$ cat src/rtl/data_bus_bridge.sv
// Core data-port bridge: routes loads/stores to the single-cycle data RAM or to
// the APB peripheral region, with byte-lane strobes, load alignment and error flagging.
module data_bus_bridge #(
    parameter logic [31:0] PERIPH_BASE = 32'h1000_0000,
    parameter logic [31:0] PERIPH_MASK = 32'hF000_0000,
    parameter int unsigned TIMEOUT     = 16
) (
    input  logic        clk,
    input  logic        rst,
    input  logic        d_wr_en,
    input  logic        d_rd_en,
    input  logic [31:0] dAddr,
    input  logic [31:0] dWdata,
    input  logic [1:0]  store_size,
    input  logic [1:0]  load_size,
    output logic [31:0] dRdata,
    output logic        stall,
    output logic        bus_err,
    output logic        ram_we,
    output logic [31:0] ram_addr,
    output logic [31:0] ram_wdata,
    output logic [3:0]  ram_be,
    input  logic [31:0] ram_rdata,
    output logic [31:0] paddr,
    output logic        psel,
    output logic        penable,
    output logic        pwrite,
    output logic [31:0] pwdata,
    output logic [3:0]  pstrb,
    input  logic [31:0] prdata,
    input  logic        pready,
    input  logic        pslverr
);

    typedef enum logic [1:0] {IDLE = 2'd0, SETUP = 2'd1, ACCESS = 2'd2, DONE = 2'd3} state_t;

    function automatic logic [3:0] lane_strobe(input logic [1:0] size, input logic [1:0] off);
        logic [3:0] s;
        case (size)
            2'b00:   s = 4'b0001 << off;
            2'b01:   s = off[1] ? 4'b1100 : 4'b0011;
            default: s = 4'b1111;
        endcase
        return s;
    endfunction

    function automatic logic [31:0] load_extract(input logic [31:0] word, input logic [1:0] off,
                                                 input logic [1:0] size);
        logic [31:0] sh;
        logic [31:0] r;
        sh = word >> {off, 3'b000};
        case (size)
            2'b00:   r = {24'h00_0000, sh[7:0]};
            2'b01:   r = {16'h0000, sh[15:0]};
            default: r = sh;
        endcase
        return r;
    endfunction

    state_t      state_q, state_d;
    logic [31:0] paddr_q, paddr_d;
    logic [31:0] pwdata_q, pwdata_d;
    logic [3:0]  pstrb_q, pstrb_d;
    logic        psel_q, psel_d;
    logic        penable_q, penable_d;
    logic        pwrite_q, pwrite_d;
    logic [1:0]  size_q, size_d;
    logic [31:0] rdata_q, rdata_d;
    logic        err_q, err_d;
    logic [15:0] cnt_q, cnt_d;

    logic        req_s, hit_s, mis_s;
    logic [1:0]  size_s;
    logic [3:0]  strb_s;
    logic [31:0] wrep_s;
    logic        stall_s, err_s, ram_we_s;
    logic [3:0]  ram_be_s;
    logic [31:0] drdata_s;

    // Request decode: size, region, alignment, strobes and lane-replicated store data
    always_comb begin
        req_s  = d_wr_en | d_rd_en;
        size_s = d_wr_en ? store_size : load_size;
        hit_s  = (dAddr & PERIPH_MASK) == PERIPH_BASE;
        mis_s  = req_s & (((size_s == 2'b01) & dAddr[0]) | (size_s[1] & (dAddr[1:0] != 2'b00)));
        strb_s = lane_strobe(size_s, dAddr[1:0]);
        case (size_s)
            2'b00:   wrep_s = {4{dWdata[7:0]}};
            2'b01:   wrep_s = {2{dWdata[15:0]}};
            default: wrep_s = dWdata;
        endcase
    end

    // APB next-state logic plus the combinational RAM path and core-facing outputs
    always_comb begin
        state_d   = state_q;
        paddr_d   = paddr_q;
        pwdata_d  = pwdata_q;
        pstrb_d   = pstrb_q;
        psel_d    = psel_q;
        penable_d = penable_q;
        pwrite_d  = pwrite_q;
        size_d    = size_q;
        rdata_d   = rdata_q;
        err_d     = err_q;
        cnt_d     = cnt_q;
        stall_s   = 1'b0;
        err_s     = 1'b0;
        ram_we_s  = 1'b0;
        ram_be_s  = 4'b0000;
        drdata_s  = 32'h0000_0000;
        case (state_q)
            IDLE: begin
                if (req_s && mis_s) begin
                    err_s = 1'b1;
                end else if (req_s && hit_s) begin
                    paddr_d  = dAddr;
                    pwrite_d = d_wr_en;
                    pwdata_d = wrep_s;
                    pstrb_d  = d_wr_en ? strb_s : 4'b0000;
                    size_d   = size_s;
                    psel_d   = 1'b1;
                    stall_s  = 1'b1;
                    state_d  = SETUP;
                end else if (req_s) begin
                    ram_we_s = d_wr_en;
                    ram_be_s = strb_s;
                    drdata_s = d_wr_en ? 32'h0000_0000 : load_extract(ram_rdata, dAddr[1:0], size_s);
                end else begin
                    state_d = IDLE;
                end
            end
            SETUP: begin
                stall_s   = 1'b1;
                penable_d = 1'b1;
                state_d   = ACCESS;
            end
            ACCESS: begin
                stall_s = 1'b1;
                if (pready) begin
                    rdata_d   = pwrite_q ? 32'h0000_0000 : load_extract(prdata, paddr_q[1:0], size_q);
                    err_d     = pslverr;
                    psel_d    = 1'b0;
                    penable_d = 1'b0;
                    cnt_d     = 16'd0;
                    state_d   = DONE;
                end else if (cnt_q == 16'(TIMEOUT - 1)) begin
                    rdata_d   = 32'h0000_0000;
                    err_d     = 1'b1;
                    psel_d    = 1'b0;
                    penable_d = 1'b0;
                    cnt_d     = 16'd0;
                    state_d   = DONE;
                end else begin
                    cnt_d = cnt_q + 16'd1;
                end
            end
            DONE: begin
                drdata_s = rdata_q;
                err_s    = err_q;
                state_d  = IDLE;
            end
            default: begin
                state_d = IDLE;
            end
        endcase
    end

    // State and APB output registers
    always_ff @(posedge clk or posedge rst) begin
        if (rst) begin
            state_q   <= IDLE;
            paddr_q   <= 32'h0000_0000;
            pwdata_q  <= 32'h0000_0000;
            pstrb_q   <= 4'b0000;
            psel_q    <= 1'b0;
            penable_q <= 1'b0;
            pwrite_q  <= 1'b0;
            size_q    <= 2'b00;
            rdata_q   <= 32'h0000_0000;
            err_q     <= 1'b0;
            cnt_q     <= 16'd0;
        end else begin
            state_q   <= state_d;
            paddr_q   <= paddr_d;
            pwdata_q  <= pwdata_d;
            pstrb_q   <= pstrb_d;
            psel_q    <= psel_d;
            penable_q <= penable_d;
            pwrite_q  <= pwrite_d;
            size_q    <= size_d;
            rdata_q   <= rdata_d;
            err_q     <= err_d;
            cnt_q     <= cnt_d;
        end
    end

    // Reset forces the core-facing handshake quiet even while a request is still held
    assign stall     = stall_s & ~rst;
    assign bus_err   = err_s & ~rst;
    assign dRdata    = drdata_s;
    assign ram_we    = ram_we_s;
    assign ram_be    = ram_be_s;
    assign ram_addr  = {dAddr[31:2], 2'b00};
    assign ram_wdata = wrep_s;
    assign paddr     = paddr_q;
    assign psel      = psel_q;
    assign penable   = penable_q;
    assign pwrite    = pwrite_q;
    assign pwdata    = pwdata_q;
    assign pstrb     = pstrb_q;

endmodule
$ cat config.mk
export PLATFORM = sky130hd
export DESIGN_NAME = data_bus_bridge
export DESIGN_NICKNAME = d
export VERILOG_FILES = /design/src/rtl/data_bus_bridge.sv
export SDC_FILE = /design/constraint.sdc
export NUM_CORES = 1
export LEC_CHECK = 0
export BUFFER_PORTS_ARGS = -buffer_cell sky130_fd_sc_hd__buf_4
export CAP_MARGIN = 20
export CORE_UTILIZATION = 44
export DETAILED_ROUTE_END_ITERATION = 16
export PLACE_DENSITY = 0.78
export SETUP_SLACK_MARGIN = 0.5
export SLEW_MARGIN = 20
export SYNTH_ARGS = -nofsm -noshare
export SYNTH_HDL_FRONTEND = slang
export SYNTH_SLANG_ARGS = --single-unit
$ cat constraint.sdc
create_clock -name clk -period 3.9 [get_ports clk]
set_clock_uncertainty 0.2 [all_clocks]
set_input_delay 0.78 -clock clk [delete_from_list [all_inputs] [get_ports clk]]
set_output_delay 0.78 -clock clk [all_outputs]
set_load 0.05 [all_outputs]
Word-level counts from Yosys, hierarchy flattened
Index checks and enable logic that the tools add are counted.
{ "op_classes": {"eq_ne": 11, "bitwise_logic": 9, "n_addsub": 1, "n_reduce_logical": 15, "shift": 3, "n_mux": 44} }
{ "op_table": {"columns": ["cell", "n"], "rows": [
  ["$pmux 32 s2", 4],
  ["$mux 32", 7],
  ["$shr 32x5->32", 2],
  ["$mux 16", 2],
  ["$mux 4", 6],
  ["$add 16x1->16 const B", 1],
  ["$eq 16x4->1 const B", 1],
  ["$mux 1", 13],
  ["$mux 2", 6],
  ["$pmux 1 s2", 4],
  ["$pmux 2 s4", 1],
  ["$pmux 4 s2", 1],
  ["$reduce_bool 2->1", 4],
  ["$eq 2x1->1 const B", 3],
  ["$logic_not 2->1", 3],
  ["$ne 3x3->1 const B", 2],
  ["$reduce_and 3->1", 2],
  ["$and 1x1->1", 5],
  ["$eq 2x2->1 const B", 2],
  ["$eq 4x1->1 const B", 1],
  ["$ne 2x2->1 const B", 2],
  ["$reduce_and 2->1", 2],
  ["$reduce_and 4->1", 1],
  ["$shl 1x2->4 const A", 1],
  ["4 further kinds", 7]
]} }
{ "totals": {"wordCells": 94, "input_bits": 138, "ff_bits": 124, "out_inout_bits": 174} }

Depth between registers and ports, before layout
{ "depth": {"ltp_word": 9, "ltp_mapped": 8, "depth_no_buf": 6} }

Least setup slack after synthesis
OpenSTA, ideal clock, no wires.
{ "synth_timing": {"kind": "input to output", "startpoint": "in dAddr[31]", "endpoint": "out stall", "required_ns": 2.920, "setup_slack_ns": -0.157, "n_path_buf": 0, "arrival_time_ns": 3.077, "path_stages": 4, "cell_sequence": "or4b_2 -> a221oi_4 -> a21oi_1 -> nor3_1"} }
{ "synth_between": {"elab_chain_len": 6} }
{ "synth_lines": {"columns": ["element", "line_no", "rtl"], "rows": [
  ["start: declaration", "12", "input logic [31:0] dAddr,"],
  ["$eq 4x1->1", "84", "hit_s = (dAddr & PERIPH_MASK) == PERIPH_BASE;"],
  ["$logic_and 1x1->1", "116", "end else if (req_s && hit_s) begin"],
  ["$mux 1", "116", null],
  ["$mux 1", "114", "if (req_s && mis_s) begin"],
  ["$pmux 1 s2", "112", "case (state_q)"],
  ["$and 1x1->1", "199", "assign stall = stall_s & ~rst;"],
  ["end: declaration", "17", "output logic stall,"]
]} }
Every way passes these cells.

Worst setup path after layout
{ "layout_timing": {"startpoint": "in d_wr_en", "endpoint": "out dRdata[11]"} }
{ "layout_between": {"elab_chain_len": 8, "word_cells_on_any_way": 16, "classes_between": "eq/ne: 1; mux: 7; bitwise: 5; reduce/logical: 3"} }
{ "layout_lines": {"columns": ["element", "line_no", "rtl"], "rows": [
  ["start: declaration", "10", "input logic d_wr_en,"],
  ["$mux 2", "83", "size_s = d_wr_en ? store_size : load_size;"],
  ["$eq 2x1->1 / $logic_not 2->1 (equally long branches)", "52, 85", null],
  ["$pmux 32 s2 / $and 1x1->1 (equally long branches)", "52, 85", null],
  ["$mux 32 / $or 1x1->1 (equally long branches)", "128, 85", null],
  ["$mux 32 / $and 1x1->1 (equally long branches)", "125, 85", null],
  ["$mux 32 / $logic_and 1x1->1 (equally long branches)", "116, 114", null],
  ["$mux 32 (*)", "114", null],
  ["$pmux 32 s2 (*)", "112", null],
  ["end: declaration", "16", "output logic [31:0] dRdata,"]
]} }
Every way passes the cells marked *; elsewhere a longest branch is shown, timed or not.

==> results.sh <==
export IMPL_die_h_um=130
export IMPL_drive_gt1_share_pct=51.1
export IMPL_fmax_mhz=297
export IMPL_synth_compound_area_share_pct=13.0
export IMPL_outcome="complete, no violations"
export IMPL_ys_flop_type="dfrtp_1"
export IMPL_setup_violations=0
export IMPL_wl_per_cell_um=20.0
export IMPL_synth_edff_count=0
export IMPL_synth_seq_cells=124
export IMPL_ctsHoldBuffers=0
export IMPL_layout_commonest_cell="buf_4"
export IMPL_tightest_slew_ps=1010
export IMPL_grt_pass1_vias=6170
export IMPL_num_vias=6490
export IMPL_min_period_ps=3370
export IMPL_first_iter_violations=539
export IMPL_gp_congestion=0.922
export IMPL_ant_nets=0
export IMPL_rsz0062_at_grt="no"
export IMPL_internal_power_mw=3.99
export IMPL_port_buffers=309
export IMPL_cts_path_max_buffers=2
export IMPL_cts_inserted_buffers=17
export IMPL_io_pins=312
export IMPL_cap_violations=0
export IMPL_ys_seq_area_share_pct=43.3
export IMPL_hp_class="in2async"
export IMPL_htreeDepth=4
export IMPL_preCtsSetupSlack_ps=286
export IMPL_die_area_um2=16800
export IMPL_viasPerCell=5.41
export IMPL_antenna_found_initial=0
export IMPL_arrival_ps=2390
export IMPL_reg2reg_from="cnt_q[0]"
export IMPL_synth_fa_ha_area_share_pct=0.872
export IMPL_coreArea_um2=15900
export IMPL_period_share_pct=86.3
export IMPL_most_common_layout_cells="buf_4, dfrtp_1, mux2_2, nand2_1, nor2_1"
export IMPL_grt_total_usage_pct=28.5
export IMPL_critPathLaunchType="input port"
export IMPL_seqPwrFrac_pct=28.7
export IMPL_ys_warnings_count=0
export IMPL_async_reset_ff_share_pct=100
export IMPL_remaining_drc_errors=0
export IMPL_drtPass1Iterations=5
export IMPL_p_sw_mw=3.27
export IMPL_p_sw_share_pct=45.0
export IMPL_syn2layout_area_growth_pct=45.6
export IMPL_final_hold_viol_count=0
export IMPL_crit_start="d_wr_en"
export IMPL_yosysUniqueCellTypes=56
export IMPL_antenna_diode_count=0
export IMPL_yosys_area_share_simple_pct=13.0
export IMPL_end_kind="output pin"
export IMPL_synth_area_um2=7170
export IMPL_nets=1114
export IMPL_clk_pin_slew_ps=60
export IMPL_synth_xor_area_share_pct=1.71
export IMPL_grt_max_degree=58
export IMPL_synth_cells=696
export IMPL_fin_util_pct=65.8
export IMPL_cts_root_buf="clkbuf_16"
export IMPL_cts_sinks=124
export IMPL_start_util_pct=45.2
export IMPL_hpwl_um=18400
export IMPL_power_density_nw_per_um2=695
export IMPL_clock_latency_ps=420
export IMPL_drv_slew=0
export IMPL_row_count=46
export IMPL_timing_final_ws_setup_ps=534
export IMPL_synth_top_family_by_area="multiplexers"
export IMPL_wl_um=23900
export IMPL_critPathRequiredTime_ps=2920
export IMPL_worst_ir_drop_vdd_uv=439
export IMPL_die_w_um=130
export IMPL_synthMuxAreaShare_pct=20.2
export IMPL_leakage_nw=5.11
export IMPL_finalPower_mw=7.27
export IMPL_grt_pass1_wl_um=35400
export IMPL_syn_area_per_cell_um2=10.3
export IMPL_critPathKind="in2out"
export IMPL_clockPowerShare_pct=21.5
export IMPL_slew_limit_headroom_pct=32.4
export IMPL_cp_max_fo=15
export IMPL_p_comb_share_pct=49.8
export IMPL_gr_total_overflow=0
export IMPL_cts_tree="yes"
-- cell usage after synthesis (2+ instances only) --
library cell	count	area share, %
a31oi_1	8	0.70
buf_6	3	0.47
nor2_1	45	2.4
a221o_1	2	0.28
dfrtp_1	124	43
a211oi_1	17	1.8
nor3_1	12	0.84
nand2b_1	3	0.26
nand4_1	13	1.1
mux2_1	17	2.7
o21ai_0	31	2.2
mux2_2	80	13
a21oi_1	8	0.56
mux2i_1	36	5.0
o2111ai_1	2	0.24
nand2_1	76	4.0
a22o_1	18	2.2
xnor2_1	12	1.5
inv_1	17	0.89
a21boi_0	3	0.31
xor2_1	2	0.24
buf_4	41	4.3
nand3_1	4	0.28
buf_1	6	0.31
buf_2	8	0.56
and2_1	4	0.35
nor4_1	4	0.35
a211o_1	8	0.98
a32o_1	8	1.1
a2bb2oi_1	8	0.98
clkbuf_1	26	1.4
ha_1	5	0.87
nor2b_1	20	1.7
or3_1	3	0.26
-- routing by layer --
layer | vias up | wire length, um | track usage [%]
li1 | 3007 | - | -
met1 | 3175 | 9530 | 35.4
met3 | 42 | 1640 | 6.27
met2 | 266 | 12100 | 47.8
met4 | 0 | 714 | 12.0
met5 | - | 0 | 0
-- stage by stage --
step                instances  hold slack [ps]  TNS (ps)  instance area, um^2
finish                   1200              167         0                10400
global route             1200              186         0                10400
CTS                      1197              161         0                10300
detailed placement       1164              257         0                 9600
global placement         1164              256         0                 9600
floorplan                 697              258      -957                 7290
-- logic make-up (layout without fill, tap and decap cells) --
| group | after synthesis | in the layout |
|---|---|---|
| other | 1 | 2 |
| xor gates and xnor gates | 14 | 14 |
| DFF | 124 | 124 |
| and+or+nand+nor | 195 | 195 |
| AOI/OAI and AO/OA | 123 | 123 |
| adders and majority gates | 5 | 5 |
| muxes | 133 | 133 |
| buffers and inverters | 101 | 388 |
-- worst max-delay path: stages --
cell and delay [ps]:
buf_12 130, mux2_4 300, a22o_1 260, buf_6 140, nor4_4 290, buf_6 180, a22o_2 160, buf_8 140
-- power by group through the flow --
stage | registers (mW) | clock network [mW] | logic (mW)
after global placement | 2.08 | 0 | 3.48
after global routing | 2.14 | 1.64 | 3.81
final | 2.09 | 1.56 | 3.62
after floorplan | 3.04 | 0 | 1.47
after CTS | 2.08 | 1.59 | 3.59
after detailed placement | 2.10 | 0 | 3.52
-- sequential cells by signal (all words and copies together) (netlist names), 2 cells and up --
name	cells
cnt_q	16
pstrb	4
state_q	2
paddr	32
rdata_q	32
pwdata	32
size_q	2
-- worst paths after layout --
| path | endpoint | slack [ps] | cells past startpoint |
|---|---|---|---|
| hold / removal | cnt_q[6] | 170 | 2 |
| setup reg to reg | rdata_q[19] | 1050 | 7 |
| max in group asynchronous | rdata_q[28] | 2640 | 3 |
| min in group clk | paddr[28] | 280 | 1 |
| setup / recovery | dRdata[11] | 530 | 8 |
| hold reg to reg | paddr[28] | 280 | 1 |
-- what timing repair did --
item | CTS | global route
setup buffers | 1 | 3
gates resized for setup | 36 | 28
setup endpoints to repair | 32 | 28
pin swaps | 4 | 9
-- cell type report --
class / count / area, um^2
clock buffers: 20 / 447
multi-input cells: 472 / 3730
inverters: 17 / 67.6
clock inverters: 12 / 140
fillers: 1277 / 5440
repair buffers: 339 / 2690
flip-flops and latches: 124 / 3100
well taps: 216 / 270
Note: power is estimated with default switching activity, not from simulation.
